`config.mk`:
```
export PLATFORM = sky130hd
export DESIGN_NAME = pipeline_hazard_ctrl
export DESIGN_NICKNAME = d
export VERILOG_FILES = /design/src/rtl/pipeline_pkg.sv /design/src/rtl/load_use_detect.sv /design/src/rtl/pipeline_hazard_ctrl.sv
export SDC_FILE = /design/constraint.sdc
export NUM_CORES = 1
export LEC_CHECK = 0
export BUFFER_PORTS_ARGS = -buffer_cell sky130_fd_sc_hd__buf_2
export CAP_MARGIN = 20
export CORE_MARGIN = 2
export CORE_UTILIZATION = 40
export CTS_CLUSTER_SIZE = 8
export DETAILED_ROUTE_END_ITERATION = 8
export PLACE_DENSITY = 0.73
export SYNTH_ARGS = -nofsm -noshare
export SYNTH_HDL_FRONTEND = slang
export SYNTH_SLANG_ARGS = --single-unit
```
`constraint.sdc`:
```
create_clock -name clk -period 4.13 [get_ports clk]
set_clock_uncertainty 0.05 [all_clocks]
set_input_delay 0.413 -clock clk [delete_from_list [all_inputs] [get_ports clk]]
set_output_delay 0.413 -clock clk [all_outputs]
set_load 0.05 [all_outputs]
```
`src/rtl/pipeline_pkg.sv`:
```
// Shared encodings for the pipeline hazard controller: FSM states and the
// canned stall/flush control patterns driven onto the pipeline registers.
package pipeline_pkg;

    typedef enum logic [1:0] {
        StRun     = 2'd0,
        StMemWait = 2'd1,
        StErr     = 2'd2
    } state_e;

    localparam int unsigned RegAwDefault = 4;

    // en/flush bit order: {ifid, idex, exmem, memwb}
    typedef struct packed {
        logic       pc_en;
        logic [3:0] en;
        logic [3:0] flush;
    } ctrl_t;

    // All-zero control word loaded into a flushed pipeline register
    localparam logic [3:0] Bubble = 4'b0000;

    localparam ctrl_t CtrlReset  = '{pc_en: 1'b0, en: 4'b1111, flush: 4'b1111};
    localparam ctrl_t CtrlRun    = '{pc_en: 1'b1, en: 4'b1111, flush: Bubble};
    localparam ctrl_t CtrlFreeze = '{pc_en: 1'b0, en: 4'b0000, flush: 4'b0001};
    localparam ctrl_t CtrlBranch = '{pc_en: 1'b1, en: 4'b1111, flush: 4'b1110};
    localparam ctrl_t CtrlLoadUse = '{pc_en: 1'b0, en: 4'b0111, flush: 4'b0100};
    localparam ctrl_t CtrlHalt   = '{pc_en: 1'b0, en: 4'b0000, flush: Bubble};

endpackage

```
`src/rtl/load_use_detect.sv`:
```
// Combinational load-use hazard compare between the load in ID/EX and the
// instruction waiting in IF/ID.
module load_use_detect
    import pipeline_pkg::*;
#(
    parameter int unsigned REG_AW = RegAwDefault
) (
    input  logic              idex_mr,
    input  logic [REG_AW-1:0] idex_rd,
    input  logic [REG_AW-1:0] ifid_rs1,
    input  logic [REG_AW-1:0] ifid_rs2,
    input  logic              ifid_use_rs2,
    output logic              luh
);

    // Register 0 is hardwired, so a load targeting it never creates a hazard
    assign luh = idex_mr && (idex_rd != '0) &&
                 ((idex_rd == ifid_rs1) || (ifid_use_rs2 && (idex_rd == ifid_rs2)));

endmodule

```
`src/rtl/pipeline_hazard_ctrl.sv`:
```
// Stall/flush sequencer for the IF/ID, ID/EX, EX/MEM and MEM/WB registers:
// load-use stalls, taken-branch flushes, memory-wait freezes with timeout.
module pipeline_hazard_ctrl
    import pipeline_pkg::*;
#(
    parameter int unsigned REG_AW  = RegAwDefault,
    parameter int unsigned MEM_TMO = 8,
    parameter int unsigned CNT_W   = 16
) (
    input  logic              clk,
    input  logic              rst_n,
    input  logic [REG_AW-1:0] ifid_rs1,
    input  logic [REG_AW-1:0] ifid_rs2,
    input  logic              ifid_use_rs2,
    input  logic              idex_mr,
    input  logic [REG_AW-1:0] idex_rd,
    input  logic              exmem_mr,
    input  logic              exmem_mw,
    input  logic              branch_taken,
    input  logic              mem_ready,
    output logic              pc_en,
    output logic              ifid_en,
    output logic              idex_en,
    output logic              exmem_en,
    output logic              memwb_en,
    output logic              ifid_flush,
    output logic              idex_flush,
    output logic              exmem_flush,
    output logic              memwb_flush,
    output logic              mem_err,
    output logic [CNT_W-1:0]  stall_cnt
);

    localparam logic [7:0] TmoVal = 8'(MEM_TMO);

    state_e     state_q;
    logic [7:0] wait_cnt_q;
    logic       luh;
    logic       memreq;
    logic       mem_stall;
    ctrl_t      ctrl;

    load_use_detect #(
        .REG_AW(REG_AW)
    ) u_load_use_detect (
        .idex_mr     (idex_mr),
        .idex_rd     (idex_rd),
        .ifid_rs1    (ifid_rs1),
        .ifid_rs2    (ifid_rs2),
        .ifid_use_rs2(ifid_use_rs2),
        .luh         (luh)
    );

    assign memreq    = exmem_mr | exmem_mw;
    assign mem_stall = !mem_ready && ((state_q == StRun && memreq) || state_q == StMemWait);

    always_comb begin
        ctrl = CtrlRun;
        if (!rst_n) begin
            ctrl = CtrlReset;
        end else if (state_q == StErr) begin
            ctrl = CtrlHalt;
        end else if (mem_stall) begin
            ctrl = CtrlFreeze;
        end else if (branch_taken) begin
            ctrl = CtrlBranch;
        end else if (luh) begin
            ctrl = CtrlLoadUse;
        end
    end

    assign pc_en       = ctrl.pc_en;
    assign ifid_en     = ctrl.en[3];
    assign idex_en     = ctrl.en[2];
    assign exmem_en    = ctrl.en[1];
    assign memwb_en    = ctrl.en[0];
    assign ifid_flush  = ctrl.flush[3];
    assign idex_flush  = ctrl.flush[2];
    assign exmem_flush = ctrl.flush[1];
    assign memwb_flush = ctrl.flush[0];

    always_ff @(posedge clk or negedge rst_n) begin
        if (!rst_n) begin
            state_q    <= StRun;
            wait_cnt_q <= 8'd0;
            mem_err    <= 1'b0;
            stall_cnt  <= '0;
        end else begin
            if (state_q != StErr && !pc_en && stall_cnt != '1) begin
                stall_cnt <= stall_cnt + CNT_W'(1);
            end
            unique case (state_q)
                StRun: begin
                    if (memreq && !mem_ready) begin
                        state_q    <= StMemWait;
                        wait_cnt_q <= 8'd1;
                    end
                end
                StMemWait: begin
                    if (mem_ready) begin
                        state_q    <= StRun;
                        wait_cnt_q <= 8'd0;
                    end else if (wait_cnt_q == TmoVal) begin
                        state_q <= StErr;
                        mem_err <= 1'b1;
                    end else begin
                        wait_cnt_q <= wait_cnt_q + 8'd1;
                    end
                end
                StErr: begin
                    state_q <= StErr;
                end
                default: begin
                    state_q <= StRun;
                end
            endcase
        end
    end

endmodule

```
==> results.cfg, run 1 <==
[route]
dr.pass1.iters = 4
viasPerCell = 5.297
drt_iter0_drc = 65
avgRoutedWirePerCell_um = 12.86
ant_nets = 0
drc = 0
dr_total_vias = 1409
routed_wirelength_mm = 3.420

[timing]
setup_viol = 0
max-slew-margin-rel_pct = 46.79
fin_setup_tns_ps = 0
slew_violations = 0
period_minus_slack_ps = 2502
fin_crit_sh_pct = 60.59
rsz0062_at_grt = false
worstMarginPinSlew_ps = 798.2
hold_viol = 0
hold_slack_ps = 112.9
max_freq_ghz = 0.3996

[finish]
antennaDiodeCount = 0
final_nets = 240
synthToLayoutAreaGrowth_pct = 16.36
layout_commonest_cell = buf_2
drive_above_1_share_pct = 29.63
mostFrequentLayoutCells = buf_2 (45), dfrtp_1 (27), xnor2_1 (23)
instances_no_fill = 266

[worst_setup_path]
path_delay_family = simple AND/OR/NAND/NOR gates
required_ps = 3670
critical_path.cell_chain = or3_4, a21oi_4, nand2_2, nor2_1, buf_2
start_kind = flip-flop
cp_max_fo = 16
crit_path_end_kind = output port
cp_slowest_stage_delay_ps = 460
cp_slowest_cell = dfrtp_1
cp_num_buf_inv = 1
crit_type = reg -> out
reg2reg_setup_slack_ps = 1730
critPathArrivalTime_ps = 2040

[yosys]
syn_inst = 174
synthFlopType = dfrtp_1
avgSynthCellArea_um2 = 9.844
syn_area_mm2 = 0.001713
ys_seq_elements = 27
synth-edff-count = 0
synth_nets = 197
yosysSeqAreaShare_pct = 39.44
synth_cell_types = 39
yosys_warnings = 0
async_reset_ff_share_pct = 100.0

[grt]
grt_max_degree = 32
grt_pass1_vias = 1327
grt_pass1_wl_mm = 5.975
antenna_found_initial = 0
grt_overflow = 0
grt_usage_pct = 14.71

[die]
row_count = 23
coreArea_mm2 = 0.004058
boundaryPins = 46
fp.dieArea_mm2 = 0.004822
dieWidth_um = 69.44
chipHeight_um = 69.44
start_util_pct = 42.21

[cts]
clk_latency_ps = 270
clock_sinks = 27
path_clk_slew_ps = 100
post-cts-setup-buffers = 0
ctsResizeCount = 0
cts_buffer_depth = 2
cts_hold_buf = 0
root_buffer = clkbuf_8
cts_buffers = 3
cts_tree = built
cts_max_level = 1

[power_and_ir_drop]
power_frac_seq_pct = 42.9
ir_drop_v = 0.0004044
pwr-share-comb_pct = 38.6
p_sw_uw = 351.4
p_int_uw = 467.3
clkPwrFrac_pct = 18.5
power.leakage_nw = 0.8986
swShare_pct = 42.92
power.density_mw_per_mm2 = 410.7

[place]
dp_cells = 262
place.gp.congestion = 0.8501
dp_hpwl_mm = 2.582
port_buffers = 45

[job]
drv_cap = 0

[hold_path]
hold_class = in -> async

[status]
outcome = finished clean
==> flip-flops by register name, indices dropped and copies added (netlist names) <==
register	flops
wait_cnt_q	8
state_q	2
mem_err	1
stall_cnt	16
==> area by class of cell <==
class                      instances  area [µm²]
clock inverter                     1       7.507
timing repair buffer              45       225.2
clock buffer                       3       41.29
tap                               50       62.56
inverter                           5       18.77
fill                             389        2064
multi-input combinational        135       962.2
sequential                        27       675.6
==> final timing paths <==
| kind | from | to | cells after the start |
|---|---|---|---|
| min reg2reg | mem_err | mem_err | 1 |
| max | state_q[0] | pc_en | 5 |
| max reg2reg | stall_cnt[0] | stall_cnt[1] | 6 |
| min | rst_n | wait_cnt_q[4] | 1 |
| max in group asynchronous | rst_n | stall_cnt[13] | 1 |
| min in group clk | mem_err | mem_err | 1 |
==> power groups by stage <==
stage	registers, mW	logic, mW	clock network (mW)
6_report	0.351	0.316	0.152
3_5_place_dp	0.356	0.318	0
5_1_grt	0.358	0.338	0.171
3_3_place_gp	0.355	0.316	0
2_1_floorplan	0.464	0.130	0
4_1_cts	0.351	0.319	0.160
==> synth_stat cells (2+ instances only) <==
cell | number | area (µm²)
ha_1 | 3 | 37.54
o21ai_0 | 2 | 10.01
nand4bb_1 | 2 | 22.52
inv_1 | 5 | 18.77
o211ai_2 | 7 | 87.58
buf_6 | 2 | 22.52
xor2_1 | 5 | 43.79
nand3_1 | 7 | 35.03
nor2_1 | 16 | 60.06
and2_1 | 3 | 18.77
nand4_1 | 6 | 37.54
nand2b_1 | 3 | 18.77
buf_4 | 4 | 30.03
o2111ai_1 | 5 | 43.79
dfrtp_1 | 27 | 675.7
o21bai_1 | 2 | 15.01
a21oi_1 | 3 | 15.01
xnor2_1 | 23 | 201.4
nand2_1 | 18 | 67.56
nor3_1 | 2 | 10.01
and3_1 | 7 | 43.79
o21ai_1 | 4 | 20.02
nor4_1 | 2 | 12.51
==> per-layer routing <==
layer  vias to the layer above  GRT usage (%)  part of all wire, %
met1                       660          21.51                   49
met2                        43          22.76                   45
met3                         2          3.198                  6.0
met5                         -              0                    0
li1                        704              -                    -
met4                         0          2.397                 0.35
==> cell families after synthesis <==
logic type               after synthesis  synth area share [%]
AND/OR/NAND/NOR                       72                 22.21
AO/OA/AOI/OAI                         31                 16.80
XOR/XNOR                              28                 14.32
flip-flops                            27                 39.44
buffers and inverters                 12                 4.383
adder cells (fa/ha/maj)                3                 2.192
multiplexers                           1                0.6574
==> through the flow <==
step           setup slack, ps  utilization (%)  instance area [µm²]  power (mW)
2_1_floorplan             1735                -                 1713      0.5947
6_report                  1628            49.12                 1993      0.8187
3_3_place_gp              1820            47.92                 1944      0.6706
5_1_grt                   1468            49.12                 1993      0.8667
4_1_cts                   1615            49.12                 1993      0.8300
3_5_place_dp              1755            47.92                 1944      0.6736
==> worst reg2reg max path: cells and delay by family (launching register included) <==
kind / cells / cell delay [ps]
multiplexers: 1 / 350
AND/OR/NAND/NOR: 2 / 410
adder cells (fa/ha/maj): 1 / 240
AO/OA/AOI/OAI: 2 / 820
flip-flops: 1 / 430
Power figures use the tool's default switching activity.
==> run 2: changes to the inputs <==
--- a/config.mk
+++ b/config.mk
@@ -5,13 +5,14 @@
 export SDC_FILE = /design/constraint.sdc
 export NUM_CORES = 1
 export LEC_CHECK = 0
+export ABC_AREA = 1
 export BUFFER_PORTS_ARGS = -buffer_cell sky130_fd_sc_hd__buf_2
 export CAP_MARGIN = 20
 export CORE_MARGIN = 2
 export CORE_UTILIZATION = 40
 export CTS_CLUSTER_SIZE = 8
 export DETAILED_ROUTE_END_ITERATION = 8
-export PLACE_DENSITY = 0.73
+export PLACE_DENSITY = 0.75
 export SYNTH_ARGS = -nofsm -noshare
 export SYNTH_HDL_FRONTEND = slang
 export SYNTH_SLANG_ARGS = --single-unit
==> constraint.sdc (replaced) <==
create_clock -name clk -period 2.2 [get_ports clk]
set_clock_uncertainty 0.05 [all_clocks]
set_input_delay 0.22 -clock clk [delete_from_list [all_inputs] [get_ports clk]]
set_output_delay 0.22 -clock clk [all_outputs]
set_load 0.05 [all_outputs]
==> run 2 against run 1 <==
- core utilization down 0.46 points
- non-clock buffer count up 3
- register-to-register slack worse by 1500 ps
- clock-buffer cell count up 1
- synthesized cell count up 43%
- setup slack worse by 1500 ps
- first-iteration DRC count down 14%
==> results.cfg, run 2 <==
[status]
outcome = finished clean

[grt]
grt_max_degree = 20
grt_usage_pct = 16.69
grt_pass1_wl_mm = 6.844
grt_pass1_vias = 1518
antenna_found_initial = 0
grt_overflow = 0

[timing]
rsz0062_at_grt = false
max-slew-margin-rel_pct = 55.44
hold_viol = 0
period_minus_slack_ps = 2035
worstMarginPinSlew_ps = 665.9
max_freq_ghz = 0.4914
setup_viol = 0
hold_slack_ps = 195.0
slew_violations = 0
fin_setup_tns_ps = 0
fin_crit_sh_pct = 92.50

[power_and_ir_drop]
power.density_mw_per_mm2 = 936.4
power.leakage_nw = 1.154
power.total_mw = 1.998
ir_drop_v = 0.0002787

[worst_setup_path]
cp_max_fo = 19
critPathArrivalTime_ps = 1770
reg2reg_setup_slack_ps = 230
r2r_start = stall_cnt[0]
required_ps = 1930
crit_path_end_kind = output port
start_kind = flip-flop
rr_worst_depth = 9
timing.rr.end = stall_cnt[11]
crit_type = reg -> out

[route]
drt_iter0_drc = 56
dr_total_vias = 1756
met1Wirelength_mm = 1.943
viasPerCell = 5.090
routed_wirelength_mm = 4.071
wl_met3_um = 242
highest_layer = met4
ant_nets = 0
avgRoutedWirePerCell_um = 11.80
dr.pass1.iters = 4
routed-wl-met2_mm = 1.822
drc = 0

[die]
row_count = 24
dieWidth_um = 71.53
boundaryPins = 46
coreArea_mm2 = 0.004384
fp.dieArea_mm2 = 0.005117
chipHeight_um = 71.53
start_util_pct = 41.61

[yosys]
synth-edff-count = 0
netlist_top_cells_count = nand2_1 (73), inv_1 (29), dfrtp_1 (27), nand4_1 (22), nor2_1 (18)
yosys.area.top_type = dfrtp_1
avgSynthCellArea_um2 = 7.326
ys_seq_elements = 27
yosys-top-cells-area = dfrtp_1 (37%), nand2_1 (15%), nand4_1 (7.5%)
synth_nets = 272
synthFlopType = dfrtp_1
syn_area_mm2 = 0.001824
yosysSeqAreaShare_pct = 37.04
yosys.cell_count.top_type = nand2_1
yosysTopAreaCellShare_pct = 37.04
yosys_warnings = 0
syn_inst = 249
synth_cell_types = 29
async_reset_ff_share_pct = 100.0

[finish]
synthToLayoutAreaGrowth_pct = 16.94
layout_commonest_cell = nand2_1
drive_above_1_share_pct = 21.84
final_nets = 317
seqCellArea_um2 = 675.6
final_area_mm2 = 0.002133
mostFrequentLayoutCells = nand2_1 (73), buf_2 (44), inv_1 (29)
reg_top3 = stall_cnt (16), wait_cnt_q (8), state_q (2)
multi_input_area_um2 = 978.4
largest_register_ffs = 16
regMostFlops = stall_cnt
fillers = 454
instances_no_fill = 345
antennaDiodeCount = 0

[place]
dp_hpwl_mm = 3.087
place.gp.congestion = 0.7971
port_buffers = 45
dpl-instance-area_mm2 = 0.002076
dp_cells = 340

[cts]
post-cts-setup-buffers = 0
clk_latency_ps = 280
root_buffer = clkbuf_8
path_clk_slew_ps = 90
cts_buffer_depth = 2
cts_tree = built
cts_buffers = 3
clock_sinks = 27
cts_max_level = 1

[hold_path]
worstHoldStart = mem_ready
holdPathStages = 2
whs_endpoint = wait_cnt_q[5]
hold_class = in -> reg

[job]
drv_cap = 0
run 2: worst max-delay path by stage:
stage / startpoint / end / slack, ps / cells past startpoint
2_1_floorplan: state_q[1] / idex_flush / 40 / 7
3_3_place_gp: stall_cnt[0] / stall_cnt[1] / 330 / 9
3_5_place_dp: stall_cnt[0] / stall_cnt[11] / 250 / 9
4_1_cts: state_q[0] / pc_en / 90 / 10
5_1_grt: state_q[0] / pc_en / 2 / 10
6_report: state_q[0] / pc_en / 160 / 10
run 2: what timing repair did:
action,CTS,global route
endpoints found under the hold margin,10,0
setup endpoints to repair,0,1
hold buffers,1,0
gates resized for setup,0,2
run 2: logic make-up (layout without fill, tap and decap cells):
logic type	count (synthesis)	count (layout)	share of synthesized area (%)
compound gates	17	17	5.281
xor+xnor	18	18	8.642
simple gates	145	145	37.65
flops	27	27	37.04
fa+ha+maj	3	3	2.058
buf+inv	39	83	9.328
run 2: per-layer routing:
metal	GRT usage, %	vias to the layer above
li1	-	894
met1	22.87	809
met2	26.85	49
met3	1.828	4
met4	7.128	0
met5	0	-
run 2: layout make-up:
cell class              instances  area share (%)
inverters                      31           5.455
well taps                      52           3.050
multi-input cells             183           45.86
flip-flops and latches         27           31.67
repair buffers                 48           11.85
clock buffers                   4           2.111
run 2: report_power, final:
part / internal (mW) / switching, mW / leakage [nW]
Combinational: 0.270 / 0.755 / 0.766
Clock: 0.130 / 0.158 / 0.0228
Sequential: 0.580 / 0.104 / 0.365
Total: 0.981 / 1.02 / 1.15
run 2: stage by stage:
stage / worst slack, ps / util (%)
CTS: 94.65 / 48.60
finish: 165.0 / 48.66
detailed placement: 249.0 / 47.35
global placement: 334.9 / 47.35
global route: 1.684 / 48.66
floorplan: 39.57 / -
run 2: worst max-delay path: stages, from the launching register on:
cell	delay [ps]
dfrtp_1	380
inv_2	70
nor2_4	200
nand2_2	110
nand2_2	90
nor2_2	50
nand2_1	90
nand2_2	70
nand2_4	180
inv_1	60
buf_4	190
==> run 3: changes to the inputs <==
--- a/config.mk
+++ b/config.mk
@@ -5,14 +5,14 @@
 export SDC_FILE = /design/constraint.sdc
 export NUM_CORES = 1
 export LEC_CHECK = 0
-export ABC_AREA = 1
 export BUFFER_PORTS_ARGS = -buffer_cell sky130_fd_sc_hd__buf_2
 export CAP_MARGIN = 20
 export CORE_MARGIN = 2
 export CORE_UTILIZATION = 40
 export CTS_CLUSTER_SIZE = 8
 export DETAILED_ROUTE_END_ITERATION = 8
-export PLACE_DENSITY = 0.75
+export PLACE_DENSITY = 0.76
+export RECOVER_POWER = 25
 export SYNTH_ARGS = -nofsm -noshare
 export SYNTH_HDL_FRONTEND = slang
 export SYNTH_SLANG_ARGS = --single-unit
==> run 3 against run 2 <==
- sequential share of layout area up 1.4 points
- clock power up 2%
- critical path depth down 5
- setup slack worse by 53 ps
- flip-flop and latch count unchanged
- hold slack better by 47 ps
- register-to-register slack worse by 120 ps
- first-iteration DRC count up 64%
- die area down 5.8%
- core utilization up 1.6 points
- largest cell class unchanged
==> results.cfg, run 3 (synthesis gave the netlist of run 1 again) <==
[status]
outcome = finished clean

[worst_setup_path]
required_ps = 1930
cp_max_fo = 7
crit_type = reg -> out
crit_path_end_kind = output port
start_kind = flip-flop
critPathArrivalTime_ps = 1820

[power_and_ir_drop]
ir_drop_v = 0.0008429
power_frac_seq_pct = 42.3
p_int_uw = 884.4
power.density_mw_per_mm2 = 765.7
p_sw_uw = 678.1
pwr-share-comb_pct = 38.9
power.total_mw = 1.562
swShare_pct = 43.40
power.leakage_nw = 0.9240
clkPwrFrac_pct = 18.8

[timing]
max_freq_ghz = 0.4789
setup_viol = 0
worst_slack_ps = 111.8
period_minus_slack_ps = 2088
slew_violations = 0
fin_setup_tns_ps = 0
hold_viol = 0
max-slew-margin-rel_pct = 30.81
fin_crit_sh_pct = 94.92
rsz0062_at_grt = false
worstMarginPinSlew_ps = 1038

[route]
dr_total_vias = 1431
avgRoutedWirePerCell_um = 13.54
met1Wirelength_mm = 1.693
highest_layer = met4
drc = 0
dr.pass1.iters = 4
drt_iter0_drc = 92
viasPerCell = 5.261
wl_met3_um = 159
routed-wl-met2_mm = 1.791
ant_nets = 0
routed_wirelength_mm = 3.684

[finish]
reg_top3 = stall_cnt (16), wait_cnt_q (8), state_q (2)
synthToLayoutAreaGrowth_pct = 19.14
antennaDiodeCount = 0
final_nets = 246
drive_above_1_share_pct = 31.08
layout_commonest_cell = buf_2
seqCellArea_um2 = 675.6
regMostFlops = stall_cnt
fillers = 373
mostFrequentLayoutCells = buf_2 (45), dfrtp_1 (27), xnor2_1 (23)
largest_register_ffs = 16
multi_input_area_um2 = 965.9

[cts]
root_buffer = clkbuf_8
cts_buffers = 3
cts_max_level = 1
cts_buffer_depth = 2
clk_latency_ps = 280
cts_tree = built
path_clk_slew_ps = 100
clock_sinks = 27
post-cts-setup-buffers = 0

[die]
chipHeight_um = 69.44
coreArea_mm2 = 0.004058
fp.dieArea_mm2 = 0.004822
row_count = 23
boundaryPins = 46
dieWidth_um = 69.44
start_util_pct = 42.21

[job]
drv_cap = 0

[grt]
grt_max_degree = 20
grt_pass1_wl_mm = 6.534
grt_usage_pct = 16.43
antenna_found_initial = 0
grt_pass1_vias = 1428
grt_overflow = 0

[place]
port_buffers = 45
place.gp.congestion = 0.8154
dp_hpwl_mm = 2.831
dp_slack_ps = 143.2

[hold_path]
hold_class = in -> reg
==> run 3: cell count changes in the layout (fill, tap and decap cells not counted), moves of 4 or more <==
| cell | before | now |
|---|---|---|
| xor2_1 | 11 | 5 |
| and3_1 | 0 | 7 |
| nand2_2 | 5 | 1 |
| o21ai_0 | 12 | 2 |
| o211ai_2 | 0 | 7 |
| nand2_1 | 73 | 18 |
| inv_1 | 29 | 5 |
| xnor2_1 | 7 | 23 |
| nand3_1 | 12 | 7 |
| nand4_1 | 22 | 6 |
| o2111ai_1 | 0 | 5 |
==> run 3: final timing paths <==
path / from / to / slack [ps] / cells past startpoint
max: state_q[0] / pc_en / 110 / 5
min: mem_ready / wait_cnt_q[1] / 240 / 4
max reg2reg: stall_cnt[0] / stall_cnt[12] / 110 / 7
min reg2reg: mem_err / mem_err / 420 / 1
max in group asynchronous: rst_n / stall_cnt[5] / 560 / 3
min in group asynchronous: rst_n / state_q[0] / 300 / 2
==> run 3: cell type report <==
type                       count  share of cell area (%)
multi-input combinational    135                   47.33
sequential                    27                   33.11
timing repair buffer          51                   13.18
tap                           50                   3.066
clock buffer                   3                   2.023
inverter                       5                  0.9197
clock inverter                 1                  0.3679
==> run 3: stage by stage <==
step / cell area [µm²] / utilization (%) / hold slack (ps) / cells
final: 2041 / 50.29 / 242.1 / 272
after global routing: 2041 / 50.29 / 272.3 / 272
after CTS: 2044 / 50.39 / 237.1 / 272
after detailed placement: 1986 / 48.94 / 78.15 / 267
after global placement: 1986 / 48.94 / 77.63 / 267
after floorplan: 1717 / - / -125.6 / 174
==> run 3: critical path, cell delays in order (launching register included) <==
cell and delay [ps]:
dfrtp_1 390, or3_4 410, a21oi_4 170, nand2_2 160, nor2_1 130, buf_2 270
==> run 3: routing by layer <==
layer	up-vias	GRT usage, %
met5	-	0
met4	0	4.793
met3	4	3.634
met2	34	27.46
met1	681	21.31
li1	712	-
==> run 3: what timing repair did <==
item,in CTS,in global routing
hold endpoints to repair,8,0
resized for setup,0,0
hold buffers,1,0
==> run 3: power groups by stage <==
stage	sequential [mW]	clock, mW	combinational [mW]
floorplan	0.872	0	0.245
global placement	0.664	0	0.602
CTS	0.660	0.305	0.616
finish	0.662	0.293	0.608
detailed placement	0.667	0	0.617
global route	0.676	0.324	0.652
